### src/rtl/att_clause_walker.sv
// Walks the clause mask of one Address_Translation_Table entry per request
// and streams one clause descriptor per set mask bit, lowest bit first.
module att_clause_walker #(
    parameter int CLAUSE_COUNT               = 20,
    parameter int LITERAL_ADDRESS_WIDTH      = 12,
    parameter int CLAUSE_TABLE_ADDRESS_WIDTH = 11,
    localparam int CLAUSE_INDEX_WIDTH =
        (CLAUSE_COUNT > 1) ? $clog2(CLAUSE_COUNT) : 1
) (
    input  logic                                  clk_i,
    input  logic                                  rst_ni,
    input  logic                                  req_valid_i,
    output logic                                  req_ready_o,
    input  logic [LITERAL_ADDRESS_WIDTH-1:0]      req_literal_i,
    output logic [LITERAL_ADDRESS_WIDTH-1:0]      att_rd_addr_o,
    input  logic [CLAUSE_TABLE_ADDRESS_WIDTH-1:0] att_addr_i,
    input  logic [CLAUSE_COUNT-1:0]               att_mask_i,
    output logic                                  out_valid_o,
    input  logic                                  out_ready_i,
    output logic [CLAUSE_TABLE_ADDRESS_WIDTH-1:0] out_clause_addr_o,
    output logic [CLAUSE_INDEX_WIDTH-1:0]         out_clause_idx_o,
    output logic                                  out_last_o,
    output logic                                  busy_o,
    output logic                                  done_o
);

    typedef enum logic [1:0] {
        IDLE,
        ISSUE,
        CAPTURE,
        EMIT
    } state_e;

    state_e                                  state_q, state_d;
    logic [LITERAL_ADDRESS_WIDTH-1:0]        lit_q, lit_d;
    logic [CLAUSE_TABLE_ADDRESS_WIDTH-1:0]   base_q, base_d;
    logic [CLAUSE_COUNT-1:0]                 mask_q, mask_d;
    logic                                    done_q, done_d;

    logic [CLAUSE_INDEX_WIDTH-1:0]           idx;
    logic [CLAUSE_COUNT-1:0]                 mask_rest;
    logic                                    last;
    logic                                    emit;

    // Descending scan so the lowest set bit wins.
    always_comb begin
        idx = '0;
        for (int i = CLAUSE_COUNT - 1; i >= 0; i--) begin
            if (mask_q[i]) begin
                idx = CLAUSE_INDEX_WIDTH'(i);
            end
        end
    end

    assign mask_rest = mask_q & (mask_q - CLAUSE_COUNT'(1));
    assign last      = (mask_rest == '0);
    assign emit      = (state_q == EMIT);

    always_comb begin
        state_d = state_q;
        lit_d   = lit_q;
        base_d  = base_q;
        mask_d  = mask_q;
        done_d  = 1'b0;
        unique case (state_q)
            IDLE: begin
                if (req_valid_i) begin
                    lit_d   = req_literal_i;
                    state_d = ISSUE;
                end
            end
            ISSUE: begin
                state_d = CAPTURE;
            end
            CAPTURE: begin
                base_d = att_addr_i;
                mask_d = att_mask_i;
                if (att_mask_i == '0) begin
                    state_d = IDLE;
                    done_d  = 1'b1;
                end else begin
                    state_d = EMIT;
                end
            end
            EMIT: begin
                if (out_ready_i) begin
                    mask_d = mask_rest;
                    if (last) begin
                        state_d = IDLE;
                        done_d  = 1'b1;
                    end
                end
            end
            default: state_d = IDLE;
        endcase
    end

    always_ff @(posedge clk_i or negedge rst_ni) begin
        if (!rst_ni) begin
            state_q <= IDLE;
            lit_q   <= '0;
            base_q  <= '0;
            mask_q  <= '0;
            done_q  <= 1'b0;
        end else begin
            state_q <= state_d;
            lit_q   <= lit_d;
            base_q  <= base_d;
            mask_q  <= mask_d;
            done_q  <= done_d;
        end
    end

    // Address wraps modulo the clause-table size.
    assign out_clause_addr_o = emit
        ? base_q + CLAUSE_TABLE_ADDRESS_WIDTH'(idx) : '0;
    assign out_clause_idx_o  = emit ? idx : '0;
    assign out_last_o        = emit && last;
    assign out_valid_o       = emit;
    assign req_ready_o       = (state_q == IDLE);
    assign busy_o            = (state_q != IDLE);
    assign done_o            = done_q;
    assign att_rd_addr_o     = lit_q;

endmodule

### config.mk
export PLATFORM = sky130hd
export DESIGN_NAME = att_clause_walker
export DESIGN_NICKNAME = d
export VERILOG_FILES = /design/src/rtl/att_clause_walker.sv
export SDC_FILE = /design/constraint.sdc
export NUM_CORES = 1
export LEC_CHECK = 0
export CAP_MARGIN = 10
export CORE_ASPECT_RATIO = 1.1
export CORE_MARGIN = 2
export CORE_UTILIZATION = 25
export CTS_BUF_LIST = sky130_fd_sc_hd__clkbuf_8 sky130_fd_sc_hd__clkbuf_16
export DETAILED_ROUTE_END_ITERATION = 10
export MAX_ROUTING_LAYER = met4
export PLACE_DENSITY = 0.44
export SLEW_MARGIN = 20
export SYNTH_ARGS = -nofsm -noshare
export SYNTH_HDL_FRONTEND = slang
export SYNTH_SLANG_ARGS = --single-unit
### constraint.sdc
create_clock -name clk_i -period 3.9 [get_ports clk_i]
set_clock_uncertainty 0.05 [all_clocks]
set_input_delay 0.78 -clock clk_i [delete_from_list [all_inputs] [get_ports clk_i]]
set_output_delay 0.78 -clock clk_i [all_outputs]
set_load 0.01 [all_outputs]
==> impl_metrics.csv <==
group,metric,value,unit
sta,finalSetupTns,-17.6,ps
logic_synthesis,yosysSeqAreaShare,0.411,
clock_network,cts_sinks,46,
finish,synthToLayoutAreaGrowth,53.6,%
power_and_ir_drop,p_comb_frac,0.708,
power_and_ir_drop,switching_power,1.84,mW
sta,timing.hold.ws,409,ps
logic_synthesis,synth_nets,351,
power_and_ir_drop,power.leakage,1.92,nW
route,drtPass1Iterations,4,
die,die_h,115,µm
global_route,grt_pass1_wl,14700,µm
critical_path,cp-end-kind,"output port",
power_and_ir_drop,p_int,2.51,mW
logic_synthesis,netlist_area,2800,µm²
clock_network,clockBufferDepth,2,
critical_path,crit_path_start_kind,"flip-flop",
global_route,grt_use_total,0.158,
placement,hpwl,6720,µm
placement,place_congestion,0.840,
sta,hold_viol_final,0,
die,dieArea,12100,µm²
die,num_rows,40,
sta,fin_crit_sh,1.00,
finish,final_util,0.394,
run,max-cap-violations,0,
sta,finalSetupViolCount,1,
route,vias_per_cell,4.84,
die,ios,80,
sta,post-route-min-period,3920,ps
global_route,antenna_found_initial,0,
sta,maxSlewViolCount,0,
route,ant_nets,0,
sta,rsz0062_at_grt,"yes",
power_and_ir_drop,cellPowerDensity,1010,nW/µm²
route,first_iter_violations,102,
clock_network,cts.hold.buffers_added,0,
route,vias,2725,
logic_synthesis,ys_warn_count,0,
power_and_ir_drop,swShare,0.423,
clock_network,root_buffer,"clkbuf_16",
critical_path,critical_path_class,"reg2out",
status,status,"complete, but fails checks",
global_route,grt_pass1_vias,2853,
global_route,grt_max_degree,27,
route,wire_per_inst,15.7,µm
clock_network,tritoncts,"done",
finish,antenna_cells,0,
critical_path,cp.required,3070,ps
power_and_ir_drop,peakVddDrop,0.602,mV
die,core_area,10900,µm²
clock_network,htree_levels,2,
route,drc,0,
die,initial_core_util,0.257,
global_route,grt_overflow,0,
logic_synthesis,synth_ff_type,"dfrtp_1",
critical_path,cp.arrival,3090,ps
sta,tightestPinTransition,839,ps
sta,relSlewSlack,0.440,
power_and_ir_drop,pwr-share-clk,0.102,
sta,fin_ws,-17.6,ps
clock_network,numCtsBuffers,5,
status,violations,"negative setup slack",
die,die_x,105,µm
logic_synthesis,post_synth_num_cell_types,52,
logic_synthesis,synthArstFlopShare,1.00,
logic_synthesis,synth_edf_count,0,
placement,numPortBuffers,79,
logic_synthesis,syn_area_per_cell,9.40,µm²
power_and_ir_drop,pwr-share-seq,0.190,
clock_network,insertion_delay,290,ps
critical_path,crit_fanout,4,
logic_synthesis,ys_seq_elements,46,
finish,final_nets,468,
logic_synthesis,netlist_instances,298,
finish,drive_gt1_frac,0.308,
worst_hold_path,min_path_type,"in2async",
route,routed_wl,8830,µm
sta,fmax,255,MHz
clock_network,clkTransAtPathRegs,70,ps
repair_timing:
action	4_1_cts	5_1_grt
gates resized for setup	48	15
cloned	0	0
buffers inserted	3	2
endpoints found under the hold margin	0	0
setup endpoints to repair	11	11
pin swaps	26	15
metrics by stage:
step / area (µm²) / power [mW] / std cells / setup slack [ps]
4_1_cts: 4250 / 4.34 / 561 / -57.7
6_report: 4300 / 4.35 / 563 / -17.6
5_1_grt: 4300 / 4.76 / 563 / -249
3_3_place_gp: 4040 / 3.80 / 550 / -330
3_5_place_dp: 4040 / 3.81 / 550 / -351
2_1_floorplan: 2800 / 2.38 / 298 / 357
worst max-delay path, stage by stage (launching register included):
cell,delay [ps]
dfrtp_1,400
nor2_2,150
o31ai_2,100
a211oi_2,220
o31ai_2,100
a211oi_2,260
nor3_2,90
buf_4,140
fa_2,330
a21o_1,180
a21oi_2,190
nor2b_4,70
o2111ai_2,200
xor2_1,170
nor2_1,60
buf_2,140
power groups by stage:
stage	sequential [mW]	combinational (mW)	clock [mW]
finish	0.825	3.08	0.443
CTS	0.821	3.06	0.462
floorplan	0.772	1.61	0
global placement	0.821	2.98	0
global route	0.856	3.42	0.483
detailed placement	0.817	2.99	0
registers in the layout, summed over array words and instances, names as in the netlist:
name           cells
att_rd_addr_o     12
base_q            11
done_o             1
mask_q            20
state_q            2
layer usage:
layer	global-route usage	part of all wire	vias to the layer above	wire length, µm
met1	0.197	0.45	1333	3990
li1	-	-	1328	-
met2	0.272	0.49	58	4330
met4	0.0347	0.012	0	106
met3	0.0244	0.046	6	405
met5	-	0	-	0
cells by family (layout without fill, tap and decap cells):
| group | count (synthesis) | in the layout | share of synthesized area |
|---|---|---|---|
| flip-flops | 46 | 46 | 0.411 |
| AO/OA/AOI/OAI | 85 | 85 | 0.207 |
| AND/OR/NAND/NOR | 98 | 98 | 0.190 |
| adder cells (fa/ha/maj) | 7 | 7 | 0.0331 |
| XOR/XNOR | 6 | 6 | 0.0188 |
| buffers and inverters | 33 | 151 | 0.0478 |
| multiplexers | 23 | 23 | 0.0925 |
cell usage after synthesis (3+ instances only):
cell type | n | share of area
a211oi_1 | 3 | 0.0080
a21o_1 | 6 | 0.016
a21oi_1 | 20 | 0.036
a22o_1 | 14 | 0.044
and3_1 | 4 | 0.0089
clkbuf_1 | 19 | 0.025
dfrtp_1 | 46 | 0.41
ha_1 | 5 | 0.022
inv_1 | 10 | 0.013
mux2_2 | 23 | 0.092
nand2_1 | 28 | 0.038
nand3_1 | 5 | 0.0089
nor2_1 | 19 | 0.025
nor2b_1 | 3 | 0.0067
nor3_1 | 8 | 0.014
nor4_1 | 8 | 0.018
o21ai_0 | 17 | 0.030
o31ai_1 | 5 | 0.013
o41ai_1 | 3 | 0.0094
or3_1 | 4 | 0.0089
or4_1 | 4 | 0.011
or4_4 | 3 | 0.012
xor2_1 | 4 | 0.013
cell type report:
type	instances	area, µm²
clock buffer	5	125
clock inverter	3	23.8
fill	1165	6610
inverter	10	37.5
multi-input combinational	219	1620
sequential	46	1150
tap	147	184
timing repair buffer	133	1160
cell usage in the layout (no fill, tap or decap), drive strengths merged, types with 5 or more instances in the layout:
cell type / instances
clkdlybuf4s50: 67
buf: 62
dfrtp: 46
nand2: 28
mux2: 23
a21oi: 20
nor2: 19
o21ai: 18
a22o: 15
inv: 11
nor4: 10
nor3: 9
a21o: 7
or4: 7
clkbuf: 6
nand3: 5
ha: 5
o31ai: 5
path summary, 6_finish.rpt:
kind | cells after the start | slack [ps] | from | to
hold / removal | 1 | 410 | rst_ni | base_q[1]$_DFFE_PN0P_
min in group clk_i | 1 | 460 | att_rd_addr_o[3]$_DFFE_PN0P_ | att_rd_addr_o[3]$_DFFE_PN0P_
setup reg to reg | 11 | 1050 | mask_q[15]$_DFFE_PN0P_ | done_o$_DFF_PN0_
hold reg to reg | 1 | 460 | att_rd_addr_o[3]$_DFFE_PN0P_ | att_rd_addr_o[3]$_DFFE_PN0P_
max in group asynchronous | 2 | 2660 | rst_ni | mask_q[11]$_DFFE_PN0P_
setup / recovery | 15 | -20 | mask_q[18]$_DFFE_PN0P_ | out_clause_addr_o[10]
(Power assumes the default switching activity.)
